**src/rtl/sample_packer.sv**
```systemverilog
`default_nettype none
// ============================================================================
// Module   : sample_packer
// Purpose  : Samples the probe inputs at a divided rate, packs WORD_BITS
//            consecutive samples per enabled channel into one word and
//            streams the words, lowest channel first, over valid/ready.
// Options  : SAMPLE_PACKER_TEST_PATTERN_EN - an all-zero channel mask at
//            start selects an internal counter as the sample source and
//            enables every channel.
// Revision : 1.0 - initial release
// ============================================================================
module sample_packer #(
  parameter int NUM_CH    = 16,
  parameter int WORD_BITS = 16,
  parameter int DIV_WIDTH = 8
) (
  input  logic                 clk,
  input  logic                 rst_n,
  input  logic                 acq_enable,
  input  logic [DIV_WIDTH-1:0] clock_divisor,
  input  logic [NUM_CH-1:0]    channel_enable,
  input  logic [NUM_CH-1:0]    sample_in,
  output logic                 out_valid,
  input  logic                 out_ready,
  output logic [WORD_BITS-1:0] out_data,
  output logic [3:0]           out_channel,
  output logic                 out_last,
  output logic                 overflow,
  output logic                 sample_strobe,
  output logic                 busy
);

  localparam int BIT_W = (WORD_BITS > 1) ? $clog2(WORD_BITS) : 1;
  localparam logic [BIT_W-1:0] C_LAST_BIT = BIT_W'(WORD_BITS - 1);

  logic                                acq_q;
  logic [DIV_WIDTH-1:0]                div_q, div_d;
  logic [BIT_W-1:0]                    bit_q, bit_d;
  logic [NUM_CH-1:0][WORD_BITS-1:0]    shreg_q, shreg_d;
  logic [NUM_CH-1:0][WORD_BITS-1:0]    hold_q, hold_d;
  logic [NUM_CH-1:0]                   mask_q, mask_d;
  logic [NUM_CH-1:0]                   pend_q, pend_d;
  logic                                ovf_q, ovf_d;
  logic [NUM_CH-1:0]                   tp_cnt_q, tp_cnt_d;
  logic                                tp_q, tp_d;

  logic                 running, start, strobe, blk_done, handshake, one_left;
  logic [DIV_WIDTH-1:0] div_eff;
  logic [BIT_W-1:0]     bit_eff;
  logic [NUM_CH-1:0]    mask_eff, samp;
  logic [3:0]           sel;

  // Reset also forces the level-derived outputs low, so running is gated by rst_n.
  assign running = acq_enable & rst_n;
  assign start   = running & ~acq_q;

  // Next-state logic: divider, shift registers, block hand-off and drain.
  always_comb begin
    div_d    = div_q;
    bit_d    = bit_q;
    shreg_d  = shreg_q;
    hold_d   = hold_q;
    mask_d   = mask_q;
    pend_d   = pend_q;
    ovf_d    = ovf_q;
    tp_cnt_d = '0;
    tp_d     = 1'b0;
    sel      = '0;

    // On the start cycle the run state is taken as freshly cleared.
    div_eff = start ? '0 : div_q;
    bit_eff = start ? '0 : bit_q;
`ifdef SAMPLE_PACKER_TEST_PATTERN_EN
    tp_d     = start ? (channel_enable == '0) : tp_q;
    tp_cnt_d = start ? '0 : tp_cnt_q;
    mask_eff = start ? (tp_d ? '1 : channel_enable) : mask_q;
    samp     = tp_d ? tp_cnt_d : sample_in;
    if (running && (div_eff == '0)) begin
      tp_cnt_d = tp_cnt_d + 1'b1;
    end
`else
    mask_eff = start ? channel_enable : mask_q;
    samp     = sample_in;
`endif
    strobe   = running && (div_eff == '0);
    blk_done = strobe && (bit_eff == C_LAST_BIT) && (mask_eff != '0);

    if (start) begin
      shreg_d = '0;
      ovf_d   = 1'b0;
      mask_d  = channel_enable;
`ifdef SAMPLE_PACKER_TEST_PATTERN_EN
      mask_d  = mask_eff;
`endif
    end

    if (running) begin
      div_d = (div_eff >= clock_divisor) ? '0 : div_eff + 1'b1;
      bit_d = strobe ? bit_eff + 1'b1 : bit_eff;
    end else begin
      div_d = '0;
      bit_d = '0;
    end

    if (strobe) begin
      for (int c = 0; c < NUM_CH; c++) begin
        if (mask_eff[c]) begin
          shreg_d[c] = {samp[c], shreg_d[c][WORD_BITS-1:1]};
        end
      end
    end

    // Lowest pending channel is the one presented.
    for (int c = NUM_CH - 1; c >= 0; c--) begin
      if (pend_q[c]) begin
        sel = 4'(c);
      end
    end
    one_left  = (pend_q & (pend_q - 1'b1)) == '0;
    handshake = (pend_q != '0) && out_ready;
    if (handshake) begin
      pend_d[sel] = 1'b0;
    end

    // A finished block needs the holding buffer free by the end of this cycle.
    if (blk_done) begin
      if ((pend_q == '0) || (handshake && one_left)) begin
        hold_d = shreg_d;
        pend_d = mask_eff;
      end else begin
        ovf_d = 1'b1;
      end
    end
  end

  // State registers with asynchronous clear.
  always_ff @(posedge clk or negedge rst_n) begin
    if (!rst_n) begin
      acq_q    <= 1'b0;
      div_q    <= '0;
      bit_q    <= '0;
      shreg_q  <= '0;
      hold_q   <= '0;
      mask_q   <= '0;
      pend_q   <= '0;
      ovf_q    <= 1'b0;
      tp_cnt_q <= '0;
      tp_q     <= 1'b0;
    end else begin
      acq_q    <= acq_enable;
      div_q    <= div_d;
      bit_q    <= bit_d;
      shreg_q  <= shreg_d;
      hold_q   <= hold_d;
      mask_q   <= mask_d;
      pend_q   <= pend_d;
      ovf_q    <= ovf_d;
      tp_cnt_q <= tp_cnt_d;
      tp_q     <= tp_d;
    end
  end

  // Output stage: payload fields read zero whenever nothing is offered.
  always_comb begin
    out_valid     = (pend_q != '0);
    out_data      = out_valid ? hold_q[sel] : '0;
    out_channel   = out_valid ? sel : 4'd0;
    out_last      = out_valid && one_left;
    overflow      = ovf_q;
    sample_strobe = strobe;
    busy          = running || out_valid;
  end

endmodule
`default_nettype wire

```
**config.mk**
```make
export PLATFORM = sky130hd
export DESIGN_NAME = sample_packer
export DESIGN_NICKNAME = d
export VERILOG_FILES = /design/src/rtl/sample_packer.sv
export SDC_FILE = /design/constraint.sdc
export NUM_CORES = 1
export LEC_CHECK = 0
export ABC_AREA = 0
export CAP_MARGIN = 10
export CORE_MARGIN = 4
export CORE_UTILIZATION = 60
export DETAILED_ROUTE_END_ITERATION = 6
export PLACE_DENSITY_LB_ADDON = 0.05
export SYNTH_ARGS = -nofsm -noshare
export SYNTH_HDL_FRONTEND = slang
export SYNTH_SLANG_ARGS = --single-unit
```
**constraint.sdc**
```tcl
create_clock -name clk -period 4.75 [get_ports clk]
set_clock_uncertainty 0.2 [all_clocks]
set_input_delay 0.7125 -clock clk [delete_from_list [all_inputs] [get_ports clk]]
set_output_delay 0.7125 -clock clk [all_outputs]
set_load 0.02 [all_outputs]
```
-- Word-level counts from Yosys, hierarchy flattened
Index checks and enable logic that the tools add are counted.
- flip-flop bits (word level): 558
- output and inout port bits: 25
- word-level logic and storage cells: 119
- add/sub/neg operators: 3
- order comparisons: 3
- equal/unequal tests: 1
- muxes and demuxes: 53
- bitwise gates (word level): 6
- reduce and logical (&&, ||, !) cells: 15
- operators by type and width (cell ; number):
    $mux W256 ; 2
    $mux W16 ; 22
    $mux W4 ; 20
    $bmux W16 S4 ; 1
    $and A16 B16 Y16 ; 2
    $logic_not A16 Y1 ; 2
    $reduce_bool A16 Y1 ; 2
    $mux W8 ; 3
    $not A16 Y16 ; 1
    $sub A16 B1 Y16 const B ; 1
    $add A8 B1 Y8 const B ; 1
    $ge A8 B8 Y1 ; 1
    $logic_not A8 Y1 ; 1
    $logic_and A1 B1 Y1 ; 7
    $lt A4 B5 Y1 const B ; 1
    $add A4 B1 Y4 const B ; 1
    $demux W1 S4 ; 1
    $eq A4 B4 Y1 const B ; 1
    $ge A4 B1 Y1 const B ; 1
    $mux W1 ; 4
    $and A1 B1 Y1 ; 2
    $logic_or A1 B1 Y1 ; 2
    $reduce_and A2 Y1 ; 1
    $not A1 Y1 ; 1

-- Depth between registers and ports, before layout
- word-level depth: 25
- gate-level depth with buffers: 15
- mapped depth without buffers: 12

-- Worst setup path after synthesis
No wires, ideal clock.
- path kind: register -> output
- start point: register pend_q[0]
- end point: output out_data[8]
- arrival time: 3303 ps
- path slack: 534 ps
- stages on the path, launching flop included: 10
- buffers on the path: 3
- path through: dfrtp_1 or4_1 clkbuf_1 a21oi_2 or4b_1 clkbuf_1 buf_2 o21ai_1 a211o_1 a2111oi_0
- longest elaborated chain between the ends: 4
- elaborated cells between the ends (all ways): 5
- classes of those cells: 4 x mux; 1 x reduce/logical
- ends and longest elaborated chain (what ; RTL line ; RTL):
    from (decl) ; 42 ; logic [NUM_CH-1:0] pend_q, pend_d;
    from (signal assigned) ; 156 ; pend_q <= pend_d;
    $mux W4 ; 115 ; if (pend_q[c]) begin
    $bmux W16 S4 ; 166 ; out_data = out_valid ? hold_q[sel] : '0;
    $mux W16 (implied by the code) ; 166 ;
    $mux W16 (*) ; 166 ;
    to (decl) ; 25 ; output logic [WORD_BITS-1:0] out_data,
Mark *: on every way between the ends. The rest lies on a longest branch, timed or not. The select of a mux whose other input is x is not followed.

-- Worst setup path after layout
- start point: register pend_q[12]
- end point: output out_data[13]
- longest elaborated chain between the ends: 16
- elaborated cells between the ends (all ways): 17
- classes of those cells: 16 x mux; 1 x reduce/logical
- ends and longest elaborated chain (what ; RTL line):
    $mux W4 (13 in a row) ; 115
    $bmux W16 S4 ; 166
    $mux W16 (implied by the code) ; 166
    $mux W16 (*) ; 166
Marked as above.

==> results.yml <==
status:
  status: "finished with violations"
  violations: "negative setup slack"
placed_design:
  dp_worst_setup_slack_ns: -0.108
  dp_hpwl_um: 43200
  gp_congestion: 0.899
  placed_area_sq_um: 25500
  numPortBuffers: 68
cts:
  cts_tree: "yes"
  numCtsBuffers: 55
  cts_htree_levels: 2
  clk_pin_slew_ns: 0.06
  root_buffer: "clkbuf_16"
  clk_latency_ns: 0.60
  cts_buffer_depth: 3
  clock-sinks: 558
floorplanning:
  num_rows: 73
  ios: 69
  fp.dieH_um: 209
  die_x_um: 209
  die-area_sq_um: 43600
  core-area_sq_um: 39800
  start_util_pct: 60.7
timing:
  slew_violations: 0
  fin_ws_ns: -0.177
  relSlewSlack_pct: 19.0
  clock.fmax_ghz: 0.203
  setup_viol_count_final: 1
  worst_pin_slew_ns: 1.21
  rsz0062_at_grt: "true"
  layout_min_cycle_time_ns: 4.93
  finalCritPeriodShare_pct: 104
  hold_violations: 0
synthesis:
  netlist_area_sq_um: 24200
  syn_nets: 2365
  synthTopCellsByArea: "dfrtp_1 58%, mux2_1 12%, nand2_1 10%"
  synth_edf_count: 0
  synth_common_cells: "646 x nand2_1, 558 x dfrtp_1, 258 x a21oi_1, 256 x mux2_1, 99 x clkbuf_1"
  yosysTopAreaCell: "dfrtp_1"
  synth_top_cell_area_share_pct: 57.7
  yosysMostFrequentCell: "nand2_1"
  ys_seq_area_share_pct: 57.7
  yosys_most_used_dff: "dfrtp_1"
  avgSynthCellArea_sq_um: 10.5
  synth-seq-cells: 558
  synthCells: 2310
  synth_cell_types: 57
  yosys_warnings: 0
  async_reset_ff_share_pct: 100
finish:
  num_antenna_cells: 0
  multi_input_area_sq_um: 9550
  design_area_sq_um: 27700
  finalNetCount: 2438
  synthToLayoutAreaGrowth_pct: 14.5
  drive_gt1_share_pct: 9.94
  seq_area_sq_um: 14000
  fill_cells: 3044
setup_path:
  critical_path_class: "reg2out"
  cp_max_fo: 32
  worst-endpoint-required_ns: 3.84
  crit_arrival_ns: 4.01
  crit_path_end_kind: "output pin"
  r2r.worst_path.cells: 9
  startpoint_type: "flip-flop"
global_routing:
  grt_usage_pct: 29.3
  grt_first_pass_wirelength_um: 101000
  antenna_found_initial: 0
  grt_pass1_vias: 17800
  grt_start_max_net_pins: 142
  grt-ovfl-total: 0
routing:
  avgViaCountPerCell: 6.02
  wl_met2_um: 29300
  drc: 0
  drt_first_pass_iters: 7
  avgRoutedWirePerCell_um: 21.7
  postRouteAntennaNets: 0
  wl_met3_um: 4270
  via_count: 17700
  drt_iter0_markers: 1518
  wl_um: 64100
  top_layer: "met4"
  met1_length_um: 28100
hold_path:
  hold_path.class: "reg2reg"
  hold_path_depth: 1
flow_run:
  cap_viol_max_count: 0
pwr:
  p_leak_nw: 13.2
  p_per_area_nw_per_um2: 357
  max-vdd-ir-drop_v: 0.000325
==> flip-flops by register name, indices dropped and copies added (netlist names) <==
| name | count |
|---|---|
| overflow | 1 |
| pend_q | 16 |
| div_q | 8 |
| hold_q | 256 |
| mask_q | 16 |
| acq_q | 1 |
| shreg_q | 256 |
| bit_q | 4 |
==> cell families (layout without fill, tap and decap cells) <==
kind of cell               after synthesis  count (layout)  share of synthesized area (%)
AOI/OAI and AO/OA                      447             447                           10.7
DFF                                    558             558                           57.7
adders and majority gates               11              11                          0.569
xor gates and xnor gates                 9               9                          0.326
and+or+nand+nor                        843             843                           14.3
muxes                                  268             268                           12.4
buffers and inverters                  174             288                           3.94
==> where the power goes <==
part	switching, mW	internal, mW
registers	0.0458	4.84
clock network	1.84	2.66
logic	0.367	0.123
==> cell type report <==
type / count / share of cell area [%]
clock inverters: 25 / 1.04
well taps: 525 / 2.37
repair buffers: 158 / 5.50
multi-input cells: 1578 / 34.5
inverters: 32 / 0.434
clock buffers: 73 / 5.73
flip-flops and latches: 558 / 50.4
==> routing by layer <==
metal  global-route usage, %  up-vias
li1                        -     8098
met1                    42.7     8904
met2                    44.5      611
met3                    5.81      135
met4                    10.4        0
met5                       0        -
==> layout by cell type (no fill, tap or decap), drive strengths merged, types with 57 or more instances in the layout <==
| master | instances |
|---|---|
| clkbuf | 76 |
| a21oi | 259 |
| nand2 | 646 |
| nor2 | 65 |
| o21ai | 60 |
| nand3 | 57 |
| dfrtp | 558 |
| buf | 94 |
| mux2 | 256 |
==> per-stage QoR <==
| stage | power (mW) | hold slack (ns) | setup TNS [ns] | cells | utilization, % |
|---|---|---|---|---|---|
| floorplan | 5.18 | 0.217 | 0 | 2310 | - |
| global placement | 5.45 | 0.263 | -3.14 | 2844 | 64.1 |
| detailed placement | 5.46 | 0.269 | -3.54 | 2844 | 64.1 |
| CTS | 9.94 | 0.284 | -1.04 | 2946 | 69.2 |
| global route | 10.2 | 0.304 | -0.280 | 2949 | 69.5 |
| finish | 9.87 | 0.283 | -0.177 | 2949 | 69.5 |
==> final timing paths <==
kind / start / end / slack [ns]
min in group asynchronous: rst_n / div_q[4] / 0.38
max reg2reg: acq_q / hold_q[209] / 0.88
max: pend_q[12] / out_data[13] / -0.18
min: hold_q[129] / hold_q[129] / 0.28
max in group asynchronous: rst_n / hold_q[65] / 1.15
min reg2reg: hold_q[129] / hold_q[129] / 0.28
==> worst max-delay path, stage by stage (launching register included) <==
cell             delay (ns)
dfrtp_1                0.47
or4_1                  0.63
nand3_2                0.15
buf_12                 0.22
o22ai_1                0.13
o21ai_0                0.40
nand2_1                0.19
a2111oi_1              0.42
buf_4                  0.21
clkdlybuf4s50_1        0.60
==> what timing repair did <==
| item | CTS | global route |
|---|---|---|
| setup endpoints to repair | 16 | 220 |
| pin swaps | 7 | 7 |
| gates resized for setup | 52 | 38 |
| hold endpoints to repair | 34 | 0 |
| hold buffers | 1 | 0 |
| buffers inserted | 3 | 1 |
(Power assumes the default switching activity.)
==> RTL edit, RTL diff (same settings) <==
Register the output `overflow`, cleared by the reset; this adds one clock of latency there. The other outputs are not delayed to match.
--- a/src/rtl/sample_packer.sv
+++ b/src/rtl/sample_packer.sv
@@ -33,4 +33,6 @@
   localparam int BIT_W = (WORD_BITS > 1) ? $clog2(WORD_BITS) : 1;
   localparam logic [BIT_W-1:0] C_LAST_BIT = BIT_W'(WORD_BITS - 1);
+
+  logic overflow_d;
 
   logic                                acq_q;
@@ -167,7 +169,15 @@
     out_channel   = out_valid ? sel : 4'd0;
     out_last      = out_valid && one_left;
-    overflow      = ovf_q;
+    overflow_d    = ovf_q;
     sample_strobe = strobe;
     busy          = running || out_valid;
+  end
+
+  always_ff @(posedge clk or negedge rst_n) begin
+    if (!rst_n) begin
+      overflow <= '0;
+    end else begin
+      overflow <= overflow_d;
+    end
   end
 
Formal check against the unedited RTL: same outputs for any inputs over 4 cycles, from zero or initial values and one cycle with rst_n low; that may be too few to reach the edited logic, so the function may still have changed.
==> RTL edit against the unedited design <==
Sequential cell count is 1 higher. Final area is 0.24% lower. Setup slack better by 0.23 ns. Power is 1.5% higher. Final cell count is 2.3% lower. Synthesized area hardly changed. Maximum frequency is 4.9% higher. Wire length is 2.4% higher. Die area hardly changed. First-iteration DRC count is 15% higher. Sequential share of layout area is 0.22 points higher.
==> RTL edit: results (changes against the unedited design) <==
stage,metric,value,unit,change
outcome,outcome,completed,,was finished with violations
hold_path,hold path cells,0,,was 1
synth,portion of the post-synthesis area used by sequential elements,57.81,%,was 57.74%
layout,Repair and plain buffers,130,,was 158
synth,cell count after synthesis,2260,,was 2310
layout,area of all placed cells without fillers,27620,µm²,was 27690 µm²
grt,via count of the first global-routing pass,17364,,was 17806
setup_path,Crit path arrival time,3.78,ns,was 4.01 ns
power_and_ir_drop,leakage power of the design,13.13,nW,was 13.19 nW
clock_network,CTS buffer count,56,,was 55
layout,Seq area share,50.66,%,was 50.44%
layout,clock network share of area,7.039,%,was 6.769%
route,drt via density,6.078,,was 6.018
grt,pin count of the biggest net entering global routing,182,,was 142
synth,total of flip-flops plus latches after synthesis,559,,was 558
route,final wirelength,65.62,mm,was 64.06 mm
layout,layout cell share with drive strength beyond 1,13.66,%,was 9.942%
layout,fin nets,2365,,was 2438
layout,fraction of standard cell area in multi-input logic,34.68,%,was 34.48%
layout,layout clock buffer count,80,,was 73
layout,multi-input combinational gate total,1534,,was 1578
placement,instance area after placement,25270,µm²,was 25510 µm²
placement,pre-CTS setup slack,0.2139,ns,was -0.1076 ns
clock_network,clock latency on the worst-skew pair,0.62,ns,was 0.60 ns
layout,non-clock buffer contribution to total cell area,4.833,%,was 5.500%
route,WL/cell,22.77,µm,was 21.72 µm
placement,total instance count after detailed placement,2770,,was 2844
layout,number of filler cells placed in the layout,3014,,was 3044
grt,number of antenna violations at the first check in global routing,3,,was 0
sta,Max transition margin,19.56,%,was 19.04%
power_and_ir_drop,peak supply drop,0.3199,mV,was 0.3247 mV
route,number of detailed-route iterations in the first pass,5,,was 7
synth,Post-synth top cells,"583 x sky130_fd_sc_hd__nand2_1, 559 x sky130_fd_sc_hd__dfrtp_1, 251 x sky130_fd_sc_hd__a21oi_1, 157 x sky130_fd_sc_hd__mux2_1, 102 x sky130_fd_sc_hd__mux2_2",,"was 646 x sky130_fd_sc_hd__nand2_1, 558 x sky130_fd_sc_hd__dfrtp_1, 258 x sky130_fd_sc_hd__a21oi_1, 256 x sky130_fd_sc_hd__mux2_1, 99 x sky130_fd_sc_hd__clkbuf_1"
setup_path,crit path max fanout,8,,was 32
==> RTL edit: what timing repair did <==
item	4_1_cts	5_1_grt
resized for setup	47	25
pin swaps	3	4
setup buffers	3	2
cloned	1	0
hold endpoints to repair	26	0
endpoints found under the setup margin	16	16
hold buffers	1	0
==> RTL edit: kinds of logic after synthesis <==
| group | share of synthesized area, % |
|---|---|
| AOI/OAI and AO/OA | 10.60 |
| xor gates and xnor gates | 0.3258 |
| adders and majority gates | 0.5688 |
| buffers and inverters | 3.893 |
| DFF | 57.81 |
| muxes | 13.05 |
| and+or+nand+nor | 13.76 |
==> RTL edit: power by group <==
part           switching, mW  total, mW  internal [mW]
Clock                   1.88       4.64           2.76
Combinational          0.357      0.472          0.114
Sequential            0.0634       4.92           4.85
==> RTL edit: final timing paths <==
path | start | end | slack (ns)
setup / recovery | pend_q[1] | out_data[5] | 0.05
hold / removal | overflow_d | overflow | 0.18
setup reg to reg | pend_q[4] | hold_q[44] | 0.92
hold reg to reg | overflow_d | overflow | 0.18
max in group asynchronous | rst_n | shreg_q[159] | 1.93
min in group asynchronous | rst_n | div_q[5] | 0.36
==> RTL edit: per-layer routing <==
metal,global-route usage (%),vias up,routed length (µm)
li1,-,7916,-
met1,41.56,8852,27540
met2,45.89,581,30460
met3,6.050,162,4203
met4,14.00,6,3368
met5,0,-,39
==> RTL edit: critical path, stage by stage (launching register included) <==
cell	delay (ns)
sky130_fd_sc_hd__dfrtp_1	0.49
sky130_fd_sc_hd__or4_4	0.62
sky130_fd_sc_hd__a31oi_2	0.26
sky130_fd_sc_hd__nand3b_1	0.17
sky130_fd_sc_hd__buf_4	0.18
sky130_fd_sc_hd__o221ai_1	0.24
sky130_fd_sc_hd__nor3_2	0.32
sky130_fd_sc_hd__and4_1	0.28
sky130_fd_sc_hd__clkdlybuf4s50_1	0.61
